$ cat config.mk
export PLATFORM = sky130hd
export DESIGN_NAME = sipo_deser
export DESIGN_NICKNAME = d
export VERILOG_FILES = /design/src/rtl/sipo_pkg.sv /design/src/rtl/sipo_shift.sv /design/src/rtl/sipo_deser.sv
export SDC_FILE = /design/constraint.sdc
export NUM_CORES = 1
export LEC_CHECK = 0
export CORE_MARGIN = 4
export CORE_UTILIZATION = 45
export DETAILED_ROUTE_END_ITERATION = 8
export PLACE_DENSITY = 0.75
export SLEW_MARGIN = 5
export SYNTH_ARGS = -nofsm -noshare
export SYNTH_HDL_FRONTEND = slang
export SYNTH_SLANG_ARGS = --single-unit
$ cat constraint.sdc
create_clock -name clk -period 3.39 [get_ports clk]
set_input_delay 0.339 -clock clk [delete_from_list [all_inputs] [get_ports clk]]
set_output_delay 0.339 -clock clk [all_outputs]
set_load 0.01 [all_outputs]
$ cat src/rtl/sipo_pkg.sv
// Shared types and defaults for the serial-in / parallel-out deserializer.
// Holds the receiver state encoding and the default frame data width.
package sipo_pkg;

    localparam int DEFAULT_WIDTH = 4;

    typedef enum logic [1:0] {
        IDLE,
        DATA,
        PARITY,
        STOP
    } state_t;

endpackage

$ cat src/rtl/sipo_shift.sv
// Data shift register for the deserializer: bits enter at the LSB end
// (so an MSB-first line leaves the word in natural order) while a running XOR tracks even parity.
module sipo_shift #(
    parameter int WIDTH = sipo_pkg::DEFAULT_WIDTH
) (
    input  logic             clk,
    input  logic             rst,
    input  logic             clear,
    input  logic             shift_en,
    input  logic             s_in,
    output logic [WIDTH-1:0] word,
    output logic             parity
);

    logic [WIDTH-1:0] shreg;
    logic             par_acc;

    // Every frame shifts exactly WIDTH bits, so only the parity accumulator
    // needs clearing at the start bit; the stale word is fully overwritten.
    always_ff @(posedge clk) begin
        if (rst) begin
            shreg   <= '0;
            par_acc <= 1'b0;
        end else if (clear) begin
            par_acc <= 1'b0;
        end else if (shift_en) begin
            shreg   <= {shreg[WIDTH-2:0], s_in};
            par_acc <= par_acc ^ s_in;
        end
    end

    assign word   = shreg;
    assign parity = par_acc;

endmodule

$ cat src/rtl/sipo_deser.sv
// Framed serial receiver: start bit, WIDTH data bits MSB-first, even parity, stop bit.
// Good words land in a single holding register with a valid/ready handshake; faults pulse for one cycle.
module sipo_deser
    import sipo_pkg::*;
#(
    parameter int WIDTH = DEFAULT_WIDTH
) (
    input  logic             clk,
    input  logic             rst,
    input  logic             s_in,
    output logic [WIDTH-1:0] p_out,
    output logic             p_valid,
    input  logic             p_ready,
    output logic             parity_err,
    output logic             frame_err,
    output logic             overrun
);

    localparam int CNT_W = (WIDTH > 2) ? $clog2(WIDTH) : 1;
    localparam logic [CNT_W-1:0] LAST_BIT = CNT_W'(WIDTH - 1);

    state_t           state;
    state_t           next_state;
    logic [CNT_W-1:0] bit_cnt;
    logic             rx_parity;
    logic             start_frame;
    logic             shift_en;
    logic             stop_eval;
    logic [WIDTH-1:0] data_word;
    logic             data_parity;
    logic             good_frame;
    logic             bad_parity;
    logic             bad_stop;
    logic             load_word;

    sipo_shift #(
        .WIDTH(WIDTH)
    ) u_shift (
        .clk     (clk),
        .rst     (rst),
        .clear   (start_frame),
        .shift_en(shift_en),
        .s_in    (s_in),
        .word    (data_word),
        .parity  (data_parity)
    );

    always_ff @(posedge clk) begin
        if (rst) begin
            state <= IDLE;
        end else begin
            state <= next_state;
        end
    end

    always_comb begin
        next_state  = state;
        start_frame = 1'b0;
        shift_en    = 1'b0;
        stop_eval   = 1'b0;
        case (state)
            IDLE: begin
                if (!s_in) begin
                    start_frame = 1'b1;
                    next_state  = DATA;
                end
            end
            DATA: begin
                shift_en = 1'b1;
                if (bit_cnt == LAST_BIT) begin
                    next_state = PARITY;
                end
            end
            PARITY: begin
                next_state = STOP;
            end
            STOP: begin
                stop_eval  = 1'b1;
                next_state = IDLE;
            end
            default: begin
                next_state = IDLE;
            end
        endcase
    end

    // A bad stop bit masks any parity verdict, so the three outcomes never overlap.
    assign bad_stop   = stop_eval && !s_in;
    assign bad_parity = stop_eval && s_in && (rx_parity != data_parity);
    assign good_frame = stop_eval && s_in && (rx_parity == data_parity);
    assign load_word  = good_frame && (!p_valid || p_ready);

    always_ff @(posedge clk) begin
        if (rst) begin
            bit_cnt   <= '0;
            rx_parity <= 1'b0;
        end else begin
            if (start_frame) begin
                bit_cnt <= '0;
            end else if (shift_en) begin
                bit_cnt <= bit_cnt + 1'b1;
            end
            if (state == PARITY) begin
                rx_parity <= s_in;
            end
        end
    end

    // Holding register: a same-cycle drain frees the slot for the incoming word.
    always_ff @(posedge clk) begin
        if (rst) begin
            p_out      <= '0;
            p_valid    <= 1'b0;
            parity_err <= 1'b0;
            frame_err  <= 1'b0;
            overrun    <= 1'b0;
        end else begin
            parity_err <= bad_parity;
            frame_err  <= bad_stop;
            overrun    <= good_frame && p_valid && !p_ready;
            if (load_word) begin
                p_out   <= data_word;
                p_valid <= 1'b1;
            end else if (p_valid && p_ready) begin
                p_valid <= 1'b0;
            end
        end
    end

endmodule
==> results of run 1 <==
power groups by stage:
stage          Combinational, mW  Clock, mW  Sequential [mW]
6_report                   0.165      0.128            0.257
2_1_floorplan              0.131          0            0.258
3_3_place_gp               0.157          0            0.261
4_1_cts                    0.165      0.133            0.257
5_1_grt                    0.188      0.142            0.261
3_5_place_dp               0.165          0            0.261
placed cells by master (no fill, tap or decap):
master	instances
a21o_1	1
nor3_1	4
o21ai_0	4
nor2_1	2
a211oi_1	1
clkbuf_8	1
nor2b_1	1
nand2_1	3
and3b_1	1
nor3b_1	1
mux2i_1	6
clkbuf_4	3
nand3_1	6
xnor2_1	2
nand2b_1	11
or2_1	1
ha_1	5
a21oi_1	8
dfxtp_1	18
clkdlybuf4s50_1	11
inv_1	3
layout make-up:
| cell class | instances | share of cell area [%] |
|---|---|---|
| timing repair buffer | 11 | 12.0 |
| clock buffer | 4 | 3.95 |
| sequential | 18 | 39.2 |
| inverter | 3 | 1.22 |
| tap | 16 | 2.18 |
| multi-input combinational | 57 | 41.5 |
flip-flops by register name, summed over array words and instances, names as in the netlist:
name / count
p_out: 4
u_shift.word: 4
bit_cnt: 2
state: 2
frame_err: 1
overrun: 1
p_valid: 1
parity_err: 1
rx_parity: 1
u_shift.parity: 1
cells by family (layout without fill, tap and decap cells):
| group | Yosys count | count (layout) | synth area share (%) |
|---|---|---|---|
| buffers and inverters | 7 | 18 | 4.66 |
| xor gates and xnor gates | 2 | 2 | 2.25 |
| and+or+nand+nor | 30 | 30 | 21.4 |
| AOI/OAI and AO/OA | 14 | 14 | 9.65 |
| DFF | 18 | 18 | 46.3 |
| adders and majority gates | 5 | 5 | 8.04 |
| muxes | 6 | 6 | 7.72 |
routing by layer:
layer  part of all wire (%)  up-vias
met5                      0        -
met4                    1.1        0
met3                    2.9        2
met2                     48        9
met1                     48      260
li1                       -      297
worst max path at each step:
stage                     startpoint  cells past startpoint  endpoint  slack [ns]
after floorplan             state[1]                      6  state[0]        2.23
after global placement          s_in                      4  p_out[1]        1.75
after detailed placement        s_in                      4  p_out[2]        1.69
after CTS                    p_valid                      1   p_valid        1.85
after global routing        p_out[2]                      1  p_out[2]        1.82
final                        p_valid                      1   p_valid        1.87
==> reports/results.ini, run 1 <==
[status]
outcome=complete, no violations

[logic_synthesis]
synth_edf_count=0
synth_cell_types=21
synth.top_cell.area_share_pct=46.3
syn_area_um2=778
synthTopCellsByCount=dfxtp_1 (18), nand2b_1 (11), a21oi_1 (8), mux2i_1 (6), nand3_1 (6)
synth_area_leader_cell=dfxtp_1
ys_ff_latch=18
ys_seq_area_share_pct=46.3
synth_async_sr_flop_share_pct=0
synth_ff_type=dfxtp_1
avgSynthCellArea_um2=9.49
syn_nets=91
ys_top_cells_by_area=dfxtp_1 (46%), nand2b_1 (8.8%), ha_1 (8.0%)
synthCells=82
yosys_warnings=0
yosysMostFrequentCell=dfxtp_1

[timing]
final.setup.tns_ns=0
worst_slew_pin_slew_ns=0.668
rsz0062_at_grt=no
setup_viol=0
hold_viol=0
fin_skew_ns=0.00185
drv_slew=0
fin_ws_ns=1.87
max_freq_mhz=660
relSlewSlack_pct=55.4
hold_slack_ns=0.475
period_share_pct=44.7
fin_crit_ns=1.52

[cells_and_area]
multi_input_area_um2=382
post-route-util_pct=58.3
fillerInstances=154
antennaDiodeCount=0
nets=103
syn_to_final_growth_pct=18.2
drive_gt1_share_pct=4.30
design_area_um2=920
fin_cells=109
ff_latch_area_um2=360

[power]
p_per_area_nw_per_um2=598
seqPwrFrac_pct=46.7
power_mw=0.550
p_int_mw=0.370
clockPowerShare_pct=23.3
peakVddDrop_v=0.000303
pwr-share-comb_pct=30.0
p_sw_mw=0.179
swShare_pct=32.6
leakage_nw=0.327

[clock_tree]
clk_latency_ns=0.29
clk_pin_slew_ns=0.10
postCtsHoldBufs=0
cts_tree=done
root_buffer=clkbuf_4
cts_resized=0
htree_levels=1
cts_buffers=3
clock-sinks=18
clockBufferDepth=2
cts_setup_buffers=0

[critical_path]
cp_slowest_cell=clkdlybuf4s50_1
end_kind=primary output
path_cells=clkdlybuf4s50_1
critPathTopFamily=buffers and inverters
cpPeakStageDelay_ns=0.54
cp_max_fo=2
r2r_start=state[0]
reg2reg_depth=5
rrSetupSlack_ns=2.02
cp.buffers_inverters=1
critical_path_class=reg2out
cp.required_ns=3.05
cp-start-kind=flip-flop
timing.rr.end=u_shift.word[2]
worstPathArrival_ns=1.18

[grt]
grt_first_pass_wirelength_mm=2.37
grt_busiest_layer=met2
grt_antenna_before_repair=0
use_met3_pct=2.71
grt_util_met1_pct=16.3
grt_start_max_net_pins=23
grt_util_met2_pct=18.7
grt_overflow=0
grtUsageTotal_pct=12.4
grt_pass1_vias=524

[route]
firstDrtPassIters=4
vias=568
ant_nets=0
wl_per_cell_um=11.7
drc_errors=0
drt-total-wl_mm=1.28
drtIter0Drc=3
viasPerCell=5.21

[placement]
dp_hpwl_um=964
io_buffers=11
gp_congestion=0.721
post-place-cells=105
place_ws_ns=1.69
place_area_um2=883

[worst_hold_path]
hold_end=p_out[0]
hp-class=reg2reg
min-delay-start=p_out[0]
hold_depth=2

[floorplanning]
rows=14
initial_core_util_pct=49.4
die_area_um2=2460
die_x_um=49.6
core_um2=1580
fp.dieH_um=49.6
boundaryPins=12

[run]
drv_cap=0

Note: power is estimated with default switching activity, not from simulation.
==> inputs of run 2 (changes only) <==
==> constraint.sdc (replaced) <==
create_clock -name clk -period 1.5 [get_ports clk]
set_input_delay 0.15 -clock clk [delete_from_list [all_inputs] [get_ports clk]]
set_output_delay 0.15 -clock clk [all_outputs]
set_load 0.01 [all_outputs]
==> run 2 against run 1 <==
Effect of this change:
- critical path depth stayed put
- global-route usage is 1.0 points higher
- sequential share of layout area is 0.94 points lower
- core utilization is 1.4 points higher
- clock-buffer cell count stayed put
- cell area is 2.4% higher
- worst setup slack worse by 1.7 ns
- largest cell class unchanged
==> reports/results.ini, run 2 (synthesis results as in run 1) <==
[status]
outcome=complete, no violations

[clock_tree]
cts_resized=0
clock-sinks=18
postCtsHoldBufs=0
htree_levels=1
clk_latency_ns=0.30
cts_tree=done
clk_pin_slew_ns=0.10
cts_buffers=3
root_buffer=clkbuf_4
cts_setup_buffers=0
clockBufferDepth=2

[power]
leakage_nw=0.341
p_per_area_nw_per_um2=1340
peakVddDrop_v=0.000691

[placement]
post-place-cells=108
gp_congestion=0.708
io_buffers=11
dp_hpwl_mm=1.06

[route]
firstDrtPassIters=4
wl_met1_um=637
ant_nets=0
wl_met2_um=663
viasPerCell=5.33
topRoutingLayerUsed=met4
drtIter0Drc=7
wl_per_cell_um=12.4
drt-total-wl_mm=1.39
vias=597
drc_errors=0
wl_met3_um=57

[grt]
grt_antenna_before_repair=0
grt_pass1_vias=593
grtUsageTotal_pct=13.5
grt_start_max_net_pins=15
grt_overflow=0
grt_first_pass_wirelength_mm=2.50

[critical_path]
end_kind=primary output
path_cells=clkdlybuf4s50_1
cp-start-kind=flip-flop
cp.required_ns=1.35
cpPeakStageDelay_ns=0.54
cp_max_fo=2
cp_slowest_cell=clkdlybuf4s50_1
cp.buffers_inverters=1
critPathTopFamily=buffers and inverters
worstPathArrival_ns=1.18
critical_path_class=reg2out

[worst_hold_path]
hp-class=reg2reg

[timing]
fin_skew_ns=0.00450
hold_viol=0
period_share_pct=88.5
worst_slew_pin_slew_ns=0.405
final.setup.tns_ns=0
max_freq_mhz=753
drv_slew=0
setup_viol=0
fin_crit_ns=1.33
rsz0062_at_grt=no
relSlewSlack_pct=72.9

[cells_and_area]
layout_common_cells=dfxtp_1 (18), nand2b_1 (11), clkdlybuf4s50_1 (11)
fin_cells=112
post-route-util_pct=59.8
nets=106
antennaDiodeCount=0
drive_gt1_share_pct=7.29
syn_to_final_growth_pct=21.1
fillerInstances=138
layout_commonest_cell=dfxtp_1

[floorplanning]
initial_core_util_pct=49.4
rows=14
die_area_um2=2460
boundaryPins=12
fp.dieH_um=49.6
core_um2=1580
die_x_um=49.6

[run]
drv_cap=0

## run 2: worst paths after layout
| path | depth (start not counted) | from | slack, ns | end |
|---|---|---|---|---|
| max | 1 | p_valid | 0.17 | p_valid |
| min | 2 | p_out[1] | 0.48 | p_out[1] |
| max reg2reg | 5 | state[0] | 0.18 | u_shift.word[1] |
| min reg2reg | 2 | p_out[1] | 0.48 | p_out[1] |
## run 2: worst min-delay path: cells and delay by family (launching register included)
family | cells | cell delay (ns)
and+or+nand+nor | 1 | 0.06
DFF | 1 | 0.32
muxes | 1 | 0.06
## run 2: power by group
| part | internal, mW | switching (mW) |
|---|---|---|
| logic | 0.170 | 0.210 |
| registers | 0.536 | 0.0446 |
| clock network | 0.148 | 0.151 |
## run 2: per-layer routing
layer,vias to the layer above,GRT usage [%]
met5,-,0
met1,275,14.5
met2,11,22.9
li1,307,-
met4,0,9.68
met3,4,3.01
## run 2: cell type report
type	instances	area, µm²	area share, %
clock buffers	4	36.3	3.85
inverters	3	11.3	1.20
multi-input cells	57	382	40.5
flip-flops and latches	18	360	38.2
well taps	16	20.0	2.12
repair buffers	14	133	14.1
## run 2: through the flow
| step | worst slack [ns] | power, mW | hold WS (ns) | area (µm²) |
|---|---|---|---|---|
| 2_1_floorplan | 0.335 | 0.881 | 0.226 | 778 |
| 3_3_place_gp | 0.0924 | 0.961 | 0.465 | 906 |
| 3_5_place_dp | 0.0600 | 0.973 | 0.462 | 906 |
| 4_1_cts | 0.148 | 1.27 | 0.481 | 942 |
| 5_1_grt | 0.0219 | 1.36 | 0.499 | 942 |
| 6_report | 0.172 | 1.26 | 0.479 | 942 |
==> inputs of run 3 (changes only) <==
--- a/config.mk
+++ b/config.mk
@@ -5,7 +5,6 @@
 export SDC_FILE = /design/constraint.sdc
 export NUM_CORES = 1
 export LEC_CHECK = 0
-export CORE_MARGIN = 4
 export CORE_UTILIZATION = 45
 export DETAILED_ROUTE_END_ITERATION = 8
 export PLACE_DENSITY = 0.75
==> run 3 against run 2 <==
Effect of this change:
- the run now ends with DRC left
- core utilization up 1.2 points
- power up 0.30%
- die area down 23%
- highest routed layer unchanged
==> reports/results.ini, run 3 (synthesis results as in run 1) <==
[placement]
post-place-cells=109
gp_congestion=0.716
io_buffers=11
dp_hpwl_um=993
place_ws_ns=0.0630

[route]
viasPerCell=5.10
drc_errors=2
ant_nets=0
drt-total-wl_mm=1.31
wl_per_cell_um=11.6
firstDrtPassIters=8
vias=576
drtIter0Drc=13

[timing]
drv_slew=0
final.setup.tns_ns=0
setup_viol=0
period_share_pct=89.6
rsz0062_at_grt=no
hold_viol=0
fin_crit_ns=1.34
fin_skew_ns=0.00654
relSlewSlack_pct=71.5
hold_slack_ns=0.477
fin_ws_ns=0.156
worst_slew_pin_slew_ns=0.427
max_freq_mhz=744

[critical_path]
cp.required_ns=1.72
end_kind=flip-flop
path_depth=5
critPathTopFamily=flip-flops
cp_slowest_cell=dfxtp_1
cp.buffers_inverters=1
cpPeakStageDelay_ns=0.34
cp_max_fo=5
path_cells=inv_1 > ha_1 > nor2b_1 > o21ai_0 > a21oi_1
critical_path_class=reg2reg
reg2reg_depth=5
worstPathArrival_ns=1.57
cp-start-kind=flip-flop

[clock_tree]
cts_buffers=3
root_buffer=clkbuf_4
cts_tree=done
clock-sinks=18
postCtsHoldBufs=0
clockBufferDepth=2
htree_levels=1
cts_setup_buffers=0
cts_resized=0
clk_latency_ns=0.29
clk_pin_slew_ns=0.10

[cells_and_area]
drive_gt1_share_pct=8.25
antennaDiodeCount=0
layout_commonest_cell=dfxtp_1
syn_to_final_growth_pct=22.0
nets=107
fillerInstances=143
fin_cells=113
layout_common_cells=dfxtp_1 (18), nand2b_1 (11), clkdlybuf4s50_1 (11)

[grt]
grt_overflow=0
grt_start_max_net_pins=15
grtUsageTotal_pct=16.0
grt_first_pass_wirelength_mm=2.17
grt_pass1_vias=541
grt_antenna_before_repair=0

[worst_hold_path]
hp-class=reg2reg
hold_depth=2

[power]
power_mw=1.26
p_per_area_nw_per_um2=1330
leakage_nw=0.346
peakVddDrop_v=0.000748

[floorplanning]
fp.dieH_um=43.6
die_x_um=43.6
boundaryPins=12
core_um2=1560
rows=14
initial_core_util_pct=49.9
die_area_um2=1900

[run]
drv_cap=0

[status]
outcome=finished, violations left
violations=DRC

[run 3: changes by cell type in the layout (fill, tap and decap cells not counted)]
cell,previous run,this run
buf_4,3,4
[run 3: path summary, 6_finish.rpt]
path                endpoint  slack, ns      from
min                 p_out[0]       0.48  p_out[0]
min reg2reg         p_out[0]       0.48  p_out[0]
max reg2reg  u_shift.word[1]       0.16  state[1]
max          u_shift.word[1]       0.16  state[1]
[run 3: power by group]
group          total (mW)  internal [mW]  switching [mW]  leakage, nW
combinational       0.389          0.173           0.216        0.180
sequential          0.579          0.536          0.0431        0.146
clock               0.295          0.148           0.147       0.0210
[run 3: layout make-up]
type	count	area [µm²]	share of cell area (%)
Inverter	3	11.3	1.19
Sequential cell	18	360	37.9
Clock buffer	4	36.3	3.82
Tap cell	16	20.0	2.11
Timing Repair Buffer	15	140	14.8
Multi-Input combinational cell	57	382	40.2
[run 3: layer usage]
metal  vias up  global-route usage (%)  part of all wire, %
met5         -                       0                    0
met2        11                    26.3                   47
met3         4                    2.50                  2.5
met1       254                    18.3                   48
li1        307                       -                    -
met4         0                    13.1                  2.7
[run 3: metrics by stage]
| step | area, µm² | utilization (%) |
|---|---|---|
| 6_report | 950 | 60.9 |
| 5_1_grt | 950 | 60.9 |
| 4_1_cts | 950 | 60.9 |
| 3_5_place_dp | 913 | 58.6 |
| 3_3_place_gp | 913 | 58.6 |
| 2_1_floorplan | 778 | - |
[run 3: worst min-delay path, delay by kind of cell (launching register included)]
family / cells / cell delay [ns]
DFF: 1 / 0.32
muxes: 1 / 0.06
and+or+nand+nor: 1 / 0.06
